File: src/rtl/mem_arbiter.sv
// Two-port arbiter sharing one synchronous memory between instruction fetch and data access.
// Data has priority; a starvation counter periodically lets a waiting fetch through.
module mem_arbiter #(
    parameter int unsigned ADDR_WIDTH   = 12,
    parameter int unsigned RD_LATENCY   = 1,
    parameter int unsigned STARVE_LIMIT = 4
) (
    input  logic                  clk,
    input  logic                  rst,

    input  logic                  if_req,
    input  logic [ADDR_WIDTH-1:0] if_addr,
    output logic                  if_gnt,
    output logic                  if_rvalid,
    output logic [31:0]           if_rdata,

    input  logic                  d_req,
    input  logic                  d_we,
    input  logic [3:0]            d_be,
    input  logic [ADDR_WIDTH-1:0] d_addr,
    input  logic [31:0]           d_wdata,
    output logic                  d_gnt,
    output logic                  d_rvalid,
    output logic [31:0]           d_rdata,

    output logic                  mem_en,
    output logic [3:0]            mem_we,
    output logic [ADDR_WIDTH-1:0] mem_addr,
    output logic [31:0]           mem_wdata,
    input  logic [31:0]           mem_rdata
);

    localparam logic [3:0] STARVE_MAX = 4'(STARVE_LIMIT);

    logic [3:0]            starve_q, starve_d;
    logic [RD_LATENCY-1:0] tag_vld_q, tag_vld_d;
    logic [RD_LATENCY-1:0] tag_own_q, tag_own_d;   // 1 = data port, 0 = fetch port

    logic fetch_first;
    logic rd_push;
    logic resp_vld;
    logic resp_own;

    always_comb begin
        fetch_first = if_req && (!d_req || (starve_q == STARVE_MAX));
        if_gnt      = !rst && if_req && fetch_first;
        d_gnt       = !rst && d_req && !fetch_first;

        mem_en    = 1'b0;
        mem_we    = '0;
        mem_addr  = '0;
        mem_wdata = '0;
        if (if_gnt) begin
            mem_en   = 1'b1;
            mem_addr = if_addr;
        end else if (d_gnt) begin
            mem_en   = 1'b1;
            mem_addr = d_addr;
            if (d_we) begin
                mem_we    = d_be;
                mem_wdata = d_wdata;
            end
        end
    end

    // Only loads and fetches expect a response; a store with d_be=0 still carries d_we=1.
    assign rd_push = if_gnt || (d_gnt && !d_we);

    always_comb begin
        starve_d = starve_q;
        if (!if_req || if_gnt) begin
            starve_d = '0;
        end else if (d_gnt && (starve_q != 4'hF)) begin
            starve_d = starve_q + 4'd1;
        end
    end

    always_comb begin
        tag_vld_d = (tag_vld_q << 1) | RD_LATENCY'(rd_push);
        tag_own_d = (tag_own_q << 1) | RD_LATENCY'(d_gnt);
    end

    always_ff @(posedge clk) begin
        if (rst) begin
            starve_q  <= '0;
            tag_vld_q <= '0;
            tag_own_q <= '0;
        end else begin
            starve_q  <= starve_d;
            tag_vld_q <= tag_vld_d;
            tag_own_q <= tag_own_d;
        end
    end

    // Gating with rst keeps a response that reaches the last stage during reset from leaking out.
    assign resp_vld = !rst && tag_vld_q[RD_LATENCY-1];
    assign resp_own = tag_own_q[RD_LATENCY-1];

    always_comb begin
        if_rvalid = resp_vld && !resp_own;
        d_rvalid  = resp_vld && resp_own;
        if_rdata  = if_rvalid ? mem_rdata : '0;
        d_rdata   = d_rvalid  ? mem_rdata : '0;
    end

endmodule

File: config.mk
export PLATFORM = sky130hd
export DESIGN_NAME = mem_arbiter
export DESIGN_NICKNAME = d
export VERILOG_FILES = /design/src/rtl/mem_arbiter.sv
export SDC_FILE = /design/constraint.sdc
export NUM_CORES = 1
export LEC_CHECK = 0
export CORE_MARGIN = 10
export CORE_UTILIZATION = 21
export DETAILED_ROUTE_END_ITERATION = 10
export GPL_TIMING_DRIVEN = 0
export PLACE_DENSITY = 0.83
export SLEW_MARGIN = 20
export SYNTH_ARGS = -nofsm -noshare
export SYNTH_HDL_FRONTEND = slang
export SYNTH_SLANG_ARGS = --single-unit
File: constraint.sdc
create_clock -name clk -period 2.1 [get_ports clk]
set_input_delay 0.21 -clock clk [delete_from_list [all_inputs] [get_ports clk]]
set_output_delay 0.21 -clock clk [all_outputs]
set_load 0.005 [all_outputs]
==> summary.md, run 1 <==
| Metric | Value |
|---|---|
| # Max-Cap Violations | 0 |
| Global-route wire length before repair | 11400 um |
| CP max FO | 6 |
| Die area | between 8000 and 9000 um^2 |
| Worst Setup Path Type | reg2out |
| Post-detail-place hpwl | 7020 um |
| Worst setup EP type | primary output |
| Layout area overhead | 201% |
| Min-delay worst type | reg2reg |
| Final period util | 99.7% |
| Critical Path Start Type | flop |
| Sequential share of power | 17.0% |
| Rows | 27 |
| GRT Total Usage | 15.9% |
| Most frequent cell on the critical path | buf_4 |
| M2 GR Usage | 32.0% |
| Post-layout min period | between 2 and 2.5 ns |
| Vias in the first global route | 1974 |
| Area of the core | 5470 um^2 |
| Layout Skew | ~0.0040 ns |
| Post-route antenna net violation count | 0 |
| Chip Width | 94.8 um |
| Switching Fraction | 23.9% |
| Sw power | around 0.17 mW |
| Distinct cells, synth | 24 |
| Commonest non-fill, non-tap cell in the layout | clkdlybuf4s50_1 |
| Top-Level Pins | about 210 |
| Largest net degree at the start of global routing | 11 |
| Most frequent cells in the layout | clkdlybuf4s50_1, and2_1, buf_2 |
| Worst-Skew Late Latency | between 0.2 and 0.25 ns |
| Total CTS buffers | 3 |
| Aggregate routed wire length | 8050 um |
| Placed Area | 3400 um^2 |
| Min Hold Slack | roughly 0.56 ns |
| Mean routed wirelength per cell | 17.3 um |
| VDD IR-drop max | 0.000279 V |
| Setup TNS | 0 ns |
| 1st-iter DRT viols | 23 |
| Max stage delay on crit path | 0.33 ns |
| Synth Net Count | ~260 |
| Leakage | 1.69 nW |
| Clock sinks | 6 |
| Share of layout cells above drive strength 1 | 18.0% |
| Least-Margin Pin Slew | roughly 0.32 ns |
| Setup violators final | 0 |
| Slowest-stage cell, CP | dfxtp_2 |
| PwrDens | 198 nW/um^2 |
| DIE HEIGHT | 94.8 um |
| Fmax | about 480 MHz |
| Vias/cell | approximately 4.3 |
| Fin. Hold Viols | 0 |
| Ordered cell list for the critical path | inv_2, ha_4, and4b_4, nor3b_4, buf_12, buf_4, buf_4, and2_1, clkdlybuf4s15_1 |
| Clock share of power | between 20% and 30% |
| Fin area | 3530 um^2 |
| Diode count | 0 |
| GR Util met1 | 16.0% |
| CTS tree | built |
| Fin. max-slew vios | 0 |
| GPL Wtd Cong | 0.820 |
| Layout Nets | 495 |
| Slew headroom | between 70 and 80% |
| Post-Syn Area per Cell | 7.16 um^2 |
| Antenna violations before repair | 0 |
| Yosys reg bits | 6 |
| Register area share after synthesis | 10.2% |
| YS warnings | 0 |
| Synthesized cell area | 1170 um^2 |
| Status | completed |
| Top cells by area, synth | and2_1, dfxtp_1, a22o_1, buf_6, clkbuf_1 |
| Global Route met3 Usage | 4.36% |
| H-tree levels | 1 |
| CP Data Arrival Time | 1.88 ns |
| Post-synth top area share | 53.2% |
| Starting Density | 21.5% |
| Drt pass-1 iters | 4 |
| Combinational power share | between 50 and 60% |
| Crit path required time | 1.89 ns |
| Synth Instances | 164 |
| Total vias in the final route | approximately 2000 |
| GR peak layer | met2 |
| Clock transition at path regs | about 0.040 ns |
| Global route overflow | 0 |
| Post-synth top area cell | and2_1 |
| RSZ-0062 raised after global routing | true |
| Quantity of I/O buffers inserted on ports | between 200 and 250 |
| DRC | 0 |
| CTS root buf | clkbuf_8 |
| Cell internal pwr | between 0.5 and 0.6 mW |
| Maximum clock path buffer count | 2 |
power groups by stage:
stage / clock, mW / combinational [mW] / sequential (mW)
2_1_floorplan: 0 / 0.0887 / 0.120
3_3_place_gp: 0 / 0.398 / 0.120
3_5_place_dp: 0 / 0.404 / 0.120
4_1_cts: 0.180 / 0.407 / 0.119
5_1_grt: 0.184 / 0.436 / 0.120
6_report: 0.176 / 0.405 / 0.119
metal layers:
| layer | part of all wire, % | vias up | wire length [um] |
|---|---|---|---|
| met5 | 0 | - | 0 |
| met4 | 0.39 | 0 | 31 |
| met3 | 8.0 | 4 | 644 |
| met2 | 58 | 88 | 4670 |
| met1 | 34 | 904 | 2710 |
| li1 | - | 999 | - |
kinds of logic after synthesis:
| group | Yosys count | share of synthesized area, % |
|---|---|---|
| and+or+nand+nor | 122 | 65.4 |
| AOI/OAI and AO/OA | 17 | 13.2 |
| buffers and inverters | 15 | 7.35 |
| DFF | 6 | 10.2 |
| muxes | 2 | 1.70 |
| adders and majority gates | 2 | 2.13 |
area by class of cell:
type | count | area, um^2
plain buffers | 10 | 67.6
clock buffers | 3 | 41.3
fillers | 494 | 1940
inverters | 3 | 11.3
multi-input cells | 143 | 1010
flip-flops and latches | 6 | 123
well taps | 72 | 90.1
repair buffers | 229 | 2190
critical path: cells and delay by family (launching register included):
family | cells | cell delay (ns)
buffers and inverters | 5 | 0.58
adder cells (fa/ha/maj) | 1 | 0.16
flip-flops | 1 | 0.33
AND/OR/NAND/NOR | 3 | 0.56
repair_timing:
action / 4_1_cts / 5_1_grt
hold buffers: 0 / 0
buffers inserted: 11 / 3
gates cloned: 0 / 2
pin swaps: 3 / 3
resized for setup: 98 / 60
endpoints found under the hold margin: 0 / 0
setup endpoints to repair: 113 / 93
Yosys cell counts:
cell	count
o31ai_1	1
buf_6	3
nand2_1	2
dfxtp_1	6
nor2_1	5
nand3b_1	1
nand3_1	5
and3b_1	2
a311oi_2	1
and4b_4	1
nor4_1	1
o21bai_1	1
o221a_2	1
buf_4	2
nand2b_1	2
a21oi_2	1
and2_1	100
inv_1	3
nor3b_1	2
ha_1	2
mux2i_1	2
a22o_1	12
nor3b_4	1
clkbuf_1	7
sequential cells by signal, summed over array words and instances (netlist names):
register / flops
resp_own: 1
starve_q: 4
tag_vld_q: 1
per-stage QoR:
| step | cells | total power, mW | utilization [%] | setup WS, ns |
|---|---|---|---|---|
| after floorplan | 164 | 0.209 | - | 0.442 |
| after global placement | 449 | 0.518 | 62.1 | -0.516 |
| after detailed placement | 449 | 0.524 | 62.1 | -0.503 |
| after CTS | 463 | 0.706 | 64.1 | -0.106 |
| after global routing | 466 | 0.739 | 64.5 | -0.0735 |
| final | 466 | 0.700 | 64.5 | 0.00600 |
path summary, 6_finish.rpt:
kind              slack [ns]                     start                       end  depth (start not counted)
setup / recovery       0.006  starve_q[0]$_SDFFE_PP0P_                 mem_we[0]                          9
hold reg to reg         0.56  starve_q[0]$_SDFFE_PP0P_  starve_q[0]$_SDFFE_PP0P_                          3
setup reg to reg        0.61  starve_q[0]$_SDFFE_PP0P_  starve_q[0]$_SDFFE_PP0P_                          6
hold / removal          0.56  starve_q[0]$_SDFFE_PP0P_  starve_q[0]$_SDFFE_PP0P_                          3
No activity file was read; power rests on OpenSTA's default activity.
==> run 2: changes to the inputs <==
--- a/config.mk
+++ b/config.mk
@@ -10,7 +10,6 @@
 export DETAILED_ROUTE_END_ITERATION = 10
 export GPL_TIMING_DRIVEN = 0
 export PLACE_DENSITY = 0.83
-export SLEW_MARGIN = 20
 export SYNTH_ARGS = -nofsm -noshare
 export SYNTH_HDL_FRONTEND = slang
 export SYNTH_SLANG_ARGS = --single-unit
==> results of run 2 <==
The final DEF is identical to that of run 1; final timing and power are the same.
==> run 3: changes to the inputs <==
--- a/config.mk
+++ b/config.mk
@@ -5,6 +5,7 @@
 export SDC_FILE = /design/constraint.sdc
 export NUM_CORES = 1
 export LEC_CHECK = 0
+export CAP_MARGIN = 25
 export CORE_MARGIN = 10
 export CORE_UTILIZATION = 21
 export DETAILED_ROUTE_END_ITERATION = 10
==> results of run 3 <==
The final DEF is identical to that of run 1; final timing and power are the same.
